[config.mk]
export PLATFORM = sky130hd
export DESIGN_NAME = random_range_sampler
export DESIGN_NICKNAME = d
export VERILOG_FILES = /design/src/rtl/random_range_sampler.sv
export SDC_FILE = /design/constraint.sdc
export NUM_CORES = 1
export LEC_CHECK = 0
export ABC_CLOCK_PERIOD_IN_PS = 6600
export CAP_MARGIN = 15
export CORE_AREA = 2 2 104 106
export DETAILED_ROUTE_END_ITERATION = 10
export DIE_AREA = 0 0 106 108
export GPL_TIMING_DRIVEN = 0
export MAX_ROUTING_LAYER = met4
export PLACE_DENSITY_LB_ADDON = 0.2
export REMOVE_ABC_BUFFERS = 1
export SETUP_SLACK_MARGIN = 0.3
export SLEW_MARGIN = 20
export SYNTH_ARGS = -nofsm -noshare
export SYNTH_HDL_FRONTEND = slang
export SYNTH_SLANG_ARGS = --single-unit
export TNS_END_PERCENT = 100
[constraint.sdc]
create_clock -name clk -period 6.6 [get_ports clk]
set_input_delay 1.32 -clock clk [delete_from_list [all_inputs] [get_ports clk]]
set_output_delay 1.32 -clock clk [all_outputs]
set_load 0.01 [all_outputs]
[src/rtl/random_range_sampler.sv]
// Bounded uniform sampler on top of the 30-bit LFSR: mask-and-reject into [0, limit), buffered in a small FIFO.
// Define RANGE_SAMPLER_STATS_EN to build the saturating reject counter; otherwise reject_cnt is tied to 0.
module random_range_sampler #(
   parameter int OUT_W      = 16,
   parameter int FIFO_DEPTH = 4
) (
   input  logic             clk,
   input  logic             rst,
   input  logic             enable,
   input  logic [OUT_W-1:0] limit,
   input  logic [29:0]      rnd_in,
   output logic             rnd_ena,
   output logic [OUT_W-1:0] out_data,
   output logic             out_valid,
   input  logic             out_ready,
   output logic [15:0]      reject_cnt
);

   localparam int AW = (FIFO_DEPTH > 1) ? $clog2(FIFO_DEPTH) : 1;

   typedef enum logic [1:0] {IDLE, LOAD, SAMPLE} state_t;

   state_t           state;
   logic [OUT_W-1:0] lim_q, mask_q, mask_c, cand, hold_q;
   logic [OUT_W-1:0] mem [FIFO_DEPTH];
   logic [AW:0]      wr_ptr, rd_ptr, fill;
   logic             full, empty, accept, push, pop, flush;
   logic             unused_rnd;

   assign unused_rnd = ^rnd_in;

   // Smear limit-1 rightwards: smallest 2^k-1 covering it; limit=0 wraps to all ones.
   always_comb begin
      mask_c = limit - OUT_W'(1);
      for (int i = 1; i < OUT_W; i++)
         mask_c = mask_c | (mask_c >> i);
   end

   assign fill      = wr_ptr - rd_ptr;
   assign full      = (fill == (AW+1)'(FIFO_DEPTH));
   assign empty     = (fill == '0);
   assign cand      = rnd_in[OUT_W-1:0] & mask_q;
   assign accept    = (lim_q == '0) || (cand < lim_q);
   assign rnd_ena   = (state == SAMPLE) && !full;
   assign push      = rnd_ena && accept;
   assign pop       = !empty && out_ready;
   assign flush     = (state == IDLE) || !enable;
   assign out_valid = !empty;
   // Head is shown while non-empty; otherwise the last shown value is held.
   assign out_data  = empty ? hold_q : mem[rd_ptr[AW-1:0]];

   always_ff @(posedge clk or negedge rst) begin
      if (!rst) begin
         state  <= IDLE;
         lim_q  <= '0;
         mask_q <= '0;
         wr_ptr <= '0;
         rd_ptr <= '0;
         hold_q <= '0;
      end else begin
         hold_q <= out_data;
         case (state)
            IDLE:    if (enable) state <= LOAD;
            LOAD: begin
               lim_q  <= limit;
               mask_q <= mask_c;
               state  <= enable ? SAMPLE : IDLE;
            end
            SAMPLE:  if (!enable) state <= IDLE;
            default: state <= IDLE;
         endcase
         if (flush) begin
            wr_ptr <= '0;
            rd_ptr <= '0;
         end else begin
            if (push) wr_ptr <= wr_ptr + (AW+1)'(1);
            if (pop)  rd_ptr <= rd_ptr + (AW+1)'(1);
         end
      end
   end

   always_ff @(posedge clk) begin
      if (push) mem[wr_ptr[AW-1:0]] <= cand;
   end

`ifdef RANGE_SAMPLER_STATS_EN
   always_ff @(posedge clk or negedge rst) begin
      if (!rst)
         reject_cnt <= '0;
      else if (state == IDLE && enable)
         reject_cnt <= '0;
      else if (rnd_ena && !accept && reject_cnt != 16'hFFFF)
         reject_cnt <= reject_cnt + 16'd1;
   end
`else
   assign reject_cnt = '0;
`endif

endmodule

-- Word level (Yosys, flattened, before mapping)
Memories as Yosys holds them, arrays and structs flattened.
Cells that the tools add are included.
- eq/ne operators: 5
- bitwise logic cells: 16
- magnitude comparators: 1
- reduce and logical (&&, ||, !) cells: 14
- muxes and demuxes: 11
- add/sub/neg operators: 4
- operator list (kind ; number):
    $and A16 B16 Y16 ; 1
    $logic_not A16 Y1 ; 1
    $lt A16 B16 Y1 ; 1
    $mux W16 ; 1
    $or A16 B1 Y16 ; 1
    $or A16 B10 Y16 ; 1
    $or A16 B11 Y16 ; 1
    $or A16 B12 Y16 ; 1
    $or A16 B13 Y16 ; 1
    $or A16 B14 Y16 ; 1
    $or A16 B15 Y16 ; 1
    $or A16 B2 Y16 ; 1
    $or A16 B3 Y16 ; 1
    $or A16 B4 Y16 ; 1
    $or A16 B5 Y16 ; 1
    $or A16 B6 Y16 ; 1
    $or A16 B7 Y16 ; 1
    $or A16 B8 Y16 ; 1
    $or A16 B9 Y16 ; 1
    $sub A16 B1 Y16 const B ; 1
    $mux W3 ; 4
    $add A3 B1 Y3 const B ; 2
    $mux W2 ; 3
    $pmux W2 S3 ; 1
    13 further kinds ; 21
- RAM bits: 64
- register bits after elaboration: 56
- memories kept: 1
- bits of input ports: 50
- memory list (name ; words ; bits a word ; rd ports ; clocked after memory_dff ; write ports ; line ; text):
    mem ; 4 ; 16 ; 1 ; 0 ; 1 ; 25 ; logic [OUT_W-1:0] mem [FIFO_DEPTH];

-- Depth between registers and ports, before layout
Gate-level depths: netlist of the first run.
- depth after elaboration: 16
- depth in mapped cells: 11

-- Worst setup path after synthesis of the first run
Ideal clock, no wire load.
- path type: input port to flip-flop
- start: input port rnd_in[9]
- end: memory mem[3][0], enable pin
- data required time: 6.186 ns
- buffers on the path: 0
- slack: 2.368 ns
- stages on the path: 7
- arrival: 3.818 ns
- cell sequence: and2_1 -> ha_1 -> a211oi_1 -> o21ai_0 -> a221o_1 -> and2_1 -> nor3_1
- word-level cells in the longest chain between the ends: 6
- ends and longest elaborated chain (element ; line ; text):
    start: declaration ; 11 ; input logic [29:0] rnd_in,
    $and A16 B16 Y16 ; 42 ; assign cand = rnd_in[OUT_W-1:0] & mask_q;
    $lt A16 B16 Y1 ; 43 ; assign accept = (lim_q == '0) || (cand < lim_q);
    $logic_or A1 B1 Y1 ; 43 ;
    $logic_and A1 B1 Y1 ; 45 ; assign push = rnd_ena && accept;
    $mux W1 ; 83 ; if (push) mem[wr_ptr[AW-1:0]] <= cand;
    $mux W1 (not written as such) ; 83 ;
    end: declaration ; 25 ;
No other way between the ends.

-- Worst setup path after layout of the first run
- start: register rd_ptr[1]
- end: output port out_data[4]
- word-level cells in the longest chain between the ends: 3
- elaborated cells on any way between the ends: 4
- those cells by class: add/sub: 1; mux: 1; reduce/logical: 1; memory: 1
- ends and longest elaborated chain (element ; line ; text):
    start: declaration ; 26 ; logic [AW:0] wr_ptr, rd_ptr, fill;
    start signal: assignment ; 77 ; if (pop) rd_ptr <= rd_ptr + (AW+1)'(1);
    $sub A3 B3 Y3 ; 39 ; assign fill = wr_ptr - rd_ptr;
    $logic_not A3 Y1 ; 41 ; assign empty = (fill == '0);
    $mux W16 (*) ; 50 ; assign out_data = empty ? hold_q : mem[rd_ptr[AW-1:0]];
    end: declaration ; 13 ; output logic [OUT_W-1:0] out_data,
Every way passes the cells marked *; elsewhere a longest branch is shown, timed or not.

==> flow_summary.ini, run 1 <==
[layout]
layout-drive-gt1-share = 0.143
syn_to_final_growth_pct = 20.4
num_antenna_cells = 0
nets = 586
fin_cells = 661

[synth]
yosysUniqueCellTypes = 60
ys_seq_area_frac = 0.573
ys_warn_count = 0
yosysTopAreaCellShare = 0.331
synth-main-ff-cell = edfxtp_1
synthTopCellsByArea = edfxtp_1 33%, dfrtp_1 24%, mux4_2 6.2%, ha_1 5.2%, mux2_2 3.1%
syn_area_um2 = 5800
ys_ff_latch = 120
yosysMostFrequentCell = edfxtp_1
synth_common_cells = 64 x edfxtp_1, 56 x dfrtp_1, 39 x nand2_1, 26 x nor2_1, 25 x o21ai_0
synth_cells = 459
yosysTopAreaCell = edfxtp_1
avgSynthCellArea_um2 = 12.6
synth_edf_count = 64
ys_async_sr_fraction = 0.467

[critical_path]
critPathBufInv = 2
cpPeakStageDelay_ns = 0.89
end_kind = output port
crit_fanout = 19
crit_type = register to output port
worstPathRequired_ns = 5.28
cp_cell_sequence = inv_1 > ha_1 > nor2b_1 > xnor2_1 > or2_2 > mux2_2 > clkdlybuf4s50_1
crit_arrival_ns = 3.35
critPathLaunchType = register
cp_slowest_cell = dfrtp_1
critical-path-top-delay-family = flip-flops

[hold_path]
worstHoldPathType = register to register

[clocking]
clockRootBuffer = clkbuf_8
clkTransAtPathRegs_ns = 0.06
cts_tree = yes
htree_levels = 4
clockBufferDepth = 2
clock_sinks = 120
postCtsHoldBufs = 0
cts-resized-gates = 0
cts-buffers-inserted = 17
clock_latency_ns = 0.51
post-cts-setup-buffer-count = 0

[outcome]
status = finished, final reports clean

[timing]
fin_crit_ns = 4.67
slew_headroom = 0.440
hold_slack_ns = 0.473
fin_crit_sh = 0.707
hold_viol_final = 0
tightest_slew_ns = 0.841
fin_tns_setup_ns = 0
fmax_mhz = 214
rsz0062_at_grt = false
finClkSkew_ns = 0.00710
finalSetupViolations = 0
slew_violations = 0

[global_route]
grt_overflow = 0
antenna_found_initial = 0
grt_pass1_wl_um = 20100
grt_use_total = 0.240
grt_max_degree = 57
grt_pass1_vias = 3931

[detailed_routing]
viasPerCell = 5.68
post_drt_wl_per_cell_um = 17.9
dr.pass1.iters = 4
drc = 0
drt_wl_total_um = 11800
ant_nets = 0
via_count = 3752
drt_iter0_markers = 256

[floorplan]
fp.dieH_um = 108
design.core.area_um2 = 10200
die_w_um = 106
initial_core_util = 0.567
ios = 84
rows = 37
dieArea_um2 = 11400

[placement]
place.port_buffers = 53
gp_congestion = 0.897
dpl.cell_count = 629
hpwl_um = 8040

[pwr]
p_leak_nw = 2.66
p_per_area_nw_per_um2 = 332
irDropWorstVdd_mv = 0.207

[run]
drv_cap = 0
## kinds of logic after synthesis
kind of cell             Yosys count  share of synthesized area
AO/OA/AOI/OAI                     63                     0.0701
adder cells (fa/ha/maj)           24                     0.0518
flip-flops                       120                      0.573
XOR/XNOR                          14                     0.0211
AND/OR/NAND/NOR                  143                      0.134
buffers and inverters             59                     0.0509
multiplexers                      35                     0.0984
other                              1                   0.000646
## worst paths after layout
path                             from     endpoint  slack (ns)  cells past startpoint
max                         rd_ptr[1]  out_data[4]        1.93                      7
min                        mask_q[12]   mask_q[12]        0.47                      2
max reg2reg                 rd_ptr[1]    mem[2][7]        3.18                      8
min reg2reg                mask_q[12]   mask_q[12]        0.47                      2
max in group asynchronous         rst    rd_ptr[0]        5.19                      1
min in group asynchronous         rst    hold_q[6]        0.87                      1
## registers in the layout, summed over array words and instances, names as in the netlist
signal	count
hold_q	16
lim_q	16
mask_q	16
mem	64
rd_ptr	3
state	2
wr_ptr	3
## layout by cell type (no fill, tap or decap), drive strengths merged, types with 2 or more instances in the layout
| master | n |
|---|---|
| nand2 | 39 |
| nand4 | 8 |
| clkbuf | 23 |
| dfrtp | 56 |
| buf | 4 |
| mux4 | 16 |
| nor2 | 26 |
| or2 | 2 |
| edfxtp | 64 |
| nand3 | 6 |
| a21o | 4 |
| xnor2 | 8 |
| nor3b | 3 |
| a21oi | 5 |
| nor3 | 11 |
| o31ai | 2 |
| clkdlybuf4s50 | 52 |
| a31oi | 10 |
| mux2i | 3 |
| nor2b | 4 |
| o21ai | 25 |
| nand2b | 4 |
| and2 | 20 |
| nor4 | 11 |
| clkinv | 5 |
| a2bb2oi | 2 |
| mux2 | 16 |
| or3 | 2 |
| inv | 22 |
| xor2 | 6 |
| conb | 16 |
| bufinv | 3 |
| ha | 24 |
## cell type report
type                            count  area [um^2]
Sequential cell                   120         3320
Fill cell                         719         3250
Multi-Input combinational cell    295         2250
Timing Repair Buffer               56          567
Clock buffer                       23          467
Tap cell                          136          170
Clock inverter                      9          124
Inverter                           22         82.6
## per-layer routing
metal / up-vias / wire, um / track usage
met5: - / 0 / -
met4: 0 / 204 / 0.0836
met3: 14 / 443 / 0.0518
met2: 111 / 6060 / 0.396
met1: 1877 / 5130 / 0.298
li1: 1750 / - / -
## metrics by stage
stage / instance area, um^2 / power [mW] / setup slack, ns / util
2_1_floorplan: 5640 / 1.20 / 2.37 / -
3_3_place_gp: 6340 / 1.39 / 0.924 / 0.620
3_5_place_dp: 6390 / 1.41 / 1.89 / 0.625
4_1_cts: 6990 / 2.33 / 1.89 / 0.683
5_1_grt: 6990 / 2.43 / 1.70 / 0.683
6_report: 6990 / 2.32 / 1.93 / 0.683
## worst register-to-register path: cells and delay by family (launching register included)
| family | cells | cell delay [ns] |
|---|---|---|
| compound gates | 1 | 0.34 |
| buf+inv | 2 | 0.21 |
| fa+ha+maj | 1 | 0.21 |
| simple gates | 3 | 1.30 |
| flops | 1 | 0.89 |
| xor+xnor | 1 | 0.09 |
## where the power goes
group | total [mW] | switching (mW) | internal, mW | leakage [nW]
Clock | 0.912 | 0.310 | 0.602 | 0.287
Combinational | 0.464 | 0.232 | 0.233 | 1.13
Sequential | 0.941 | 0.0425 | 0.899 | 1.24
No activity file was read; power rests on OpenSTA's default activity.
==> run 2, diff against run 1 <==
--- a/config.mk
+++ b/config.mk
@@ -5,11 +5,11 @@
 export SDC_FILE = /design/constraint.sdc
 export NUM_CORES = 1
 export LEC_CHECK = 0
-export ABC_CLOCK_PERIOD_IN_PS = 6600
+export ABC_CLOCK_PERIOD_IN_PS = 4400
 export CAP_MARGIN = 15
-export CORE_AREA = 2 2 104 106
+export CORE_AREA = 2 2 106 108
 export DETAILED_ROUTE_END_ITERATION = 10
-export DIE_AREA = 0 0 106 108
+export DIE_AREA = 0 0 108 110
 export GPL_TIMING_DRIVEN = 0
 export MAX_ROUTING_LAYER = met4
 export PLACE_DENSITY_LB_ADDON = 0.2
==> constraint.sdc (replaced) <==
create_clock -name clk -period 4.4 [get_ports clk]
set_input_delay 0.88 -clock clk [delete_from_list [all_inputs] [get_ports clk]]
set_output_delay 0.88 -clock clk [all_outputs]
set_load 0.01 [all_outputs]
==> run 2 against run 1 <==
  * Via count is 0.99% lower
  * Core utilization shrank 2.6 points
  * Critical path depth did not move
  * First-iteration DRC count decreased by 7.0%
  * Worst setup slack worse by 1.4 ns
  * Final cell count rose by 0.61%
  * Highest routed layer unchanged
  * Die area rose by 3.8%
  * Hold slack worse by 0.081 ns
==> flow_summary.ini, run 2 (synthesis gave the netlist of run 1 again) <==
[outcome]
status = finished, final reports clean

[layout]
nets = 586
num_antenna_cells = 0
multi_input_area_um2 = 2250
final_cell_mix = 64 x edfxtp_1, 54 x dfrtp_1, 52 x clkdlybuf4s50_1, 39 x nand2_1, 26 x nor2_1
layout-drive-gt1-share = 0.147
final_common_cell = edfxtp_1
seq_area_um2 = 3330
largest_reg_flops = 64
final_core_util = 0.656
syn_to_final_growth_pct = 21.1
fillers = 826

[global_route]
grt_max_degree = 57
grt_overflow = 0
grt_pass1_vias = 3705
grt_use_total = 0.220
grt_pass1_wl_um = 18700
antenna_found_initial = 0

[clocking]
clockRootBuffer = clkbuf_8
htree_levels = 4
cts_tree = yes
clock_latency_ns = 0.52
cts-buffers-inserted = 17
clkTransAtPathRegs_ns = 0.05
clockBufferDepth = 2
postCtsHoldBufs = 0
clock_sinks = 120

[critical_path]
crit_type = register to output port
critPathLaunchType = register
rr_worst_depth = 8
end_kind = output port
rrSetupSlack_ns = 1.11
crit_fanout = 19
crit_arrival_ns = 2.99
worstPathRequired_ns = 3.52

[floorplan]
dieArea_um2 = 11900
rows = 38
fp.dieH_um = 110
design.core.area_um2 = 10700
die_w_um = 108
ios = 84
initial_core_util = 0.542

[timing]
rsz0062_at_grt = false
slew_headroom = 0.428
tightest_slew_ns = 0.858
fin_crit_ns = 3.87
finClkSkew_ns = 0.0101
hold_viol_final = 0
fmax_mhz = 259
fin_crit_sh = 0.879
slew_violations = 0
finalSetupViolations = 0

[detailed_routing]
drc = 0
wl_met2_um = 5850
ant_nets = 0
drt_iter0_markers = 238
dr.pass1.iters = 4
drt_wl_total_um = 11600
via_count = 3715
wl_met1_um = 5090
dr_wl_met3_um = 393
post_drt_wl_per_cell_um = 17.4
highest_layer = met4
viasPerCell = 5.59

[placement]
gp_congestion = 0.891
place.port_buffers = 53
hpwl_um = 8030

[pwr]
p_per_area_nw_per_um2 = 502
power_mw = 3.53
p_leak_nw = 2.67
irDropWorstVdd_mv = 0.269

[hold_path]
worstHoldPathType = primary input to async pin

[run]
drv_cap = 0
[run 2: worst paths after layout]
check	from	endpoint
max	rd_ptr[1]	out_data[3]
min	rst	hold_q[6]
max reg2reg	mask_q[9]	mem[1][6]
min reg2reg	mask_q[12]	mask_q[12]
max in group asynchronous	rst	rd_ptr[0]
min in group clk	mask_q[12]	mask_q[12]
[run 2: where the power goes]
group          switching (mW)  internal [mW]  total [mW]
registers              0.0608           1.35        1.41
clock network           0.467          0.960        1.43
logic                   0.342          0.348       0.690
[run 2: layout make-up]
type                    count  area share
inverters                  22      0.0118
flip-flops and latches    120       0.474
well taps                 140      0.0249
multi-input cells         295       0.321
clock inverters             9      0.0208
clock buffers              23      0.0665
repair buffers             56      0.0812
[run 2: critical path, cell delays in order, from the launching register on]
cell and delay (ns):
dfrtp_2 0.65, inv_1 0.09, ha_1 0.19, nor2b_1 0.15, xnor2_1 0.17, or2_4 0.33
mux2_2 0.40, clkdlybuf4s50_1 0.48
[run 2: per-layer routing]
metal	vias up	GRT usage
met4	0	0.0852
li1	1756	-
met1	1852	0.268
met3	21	0.0529
met2	86	0.360
met5	-	-
[run 2: repair_timing]
item	in CTS	in global routing
setup endpoints to repair	16	16
setup buffers	0	0
cloned	0	0
resized for setup	2	1
[run 2: metrics by stage]
stage | setup slack, ns | setup TNS, ns | instances | hold WS [ns] | instance area [um^2]
after global placement | -0.856 | -14.53 | 630 | 0.458 | 6350
after floorplan | 0.608 | 0 | 437 | 0.438 | 5640
after CTS | 0.355 | 0 | 665 | 0.439 | 7020
after global routing | 0.344 | 0 | 665 | 0.479 | 7020
final | 0.534 | 0 | 665 | 0.392 | 7020
after detailed placement | 0.152 | 0 | 633 | 0.459 | 6400
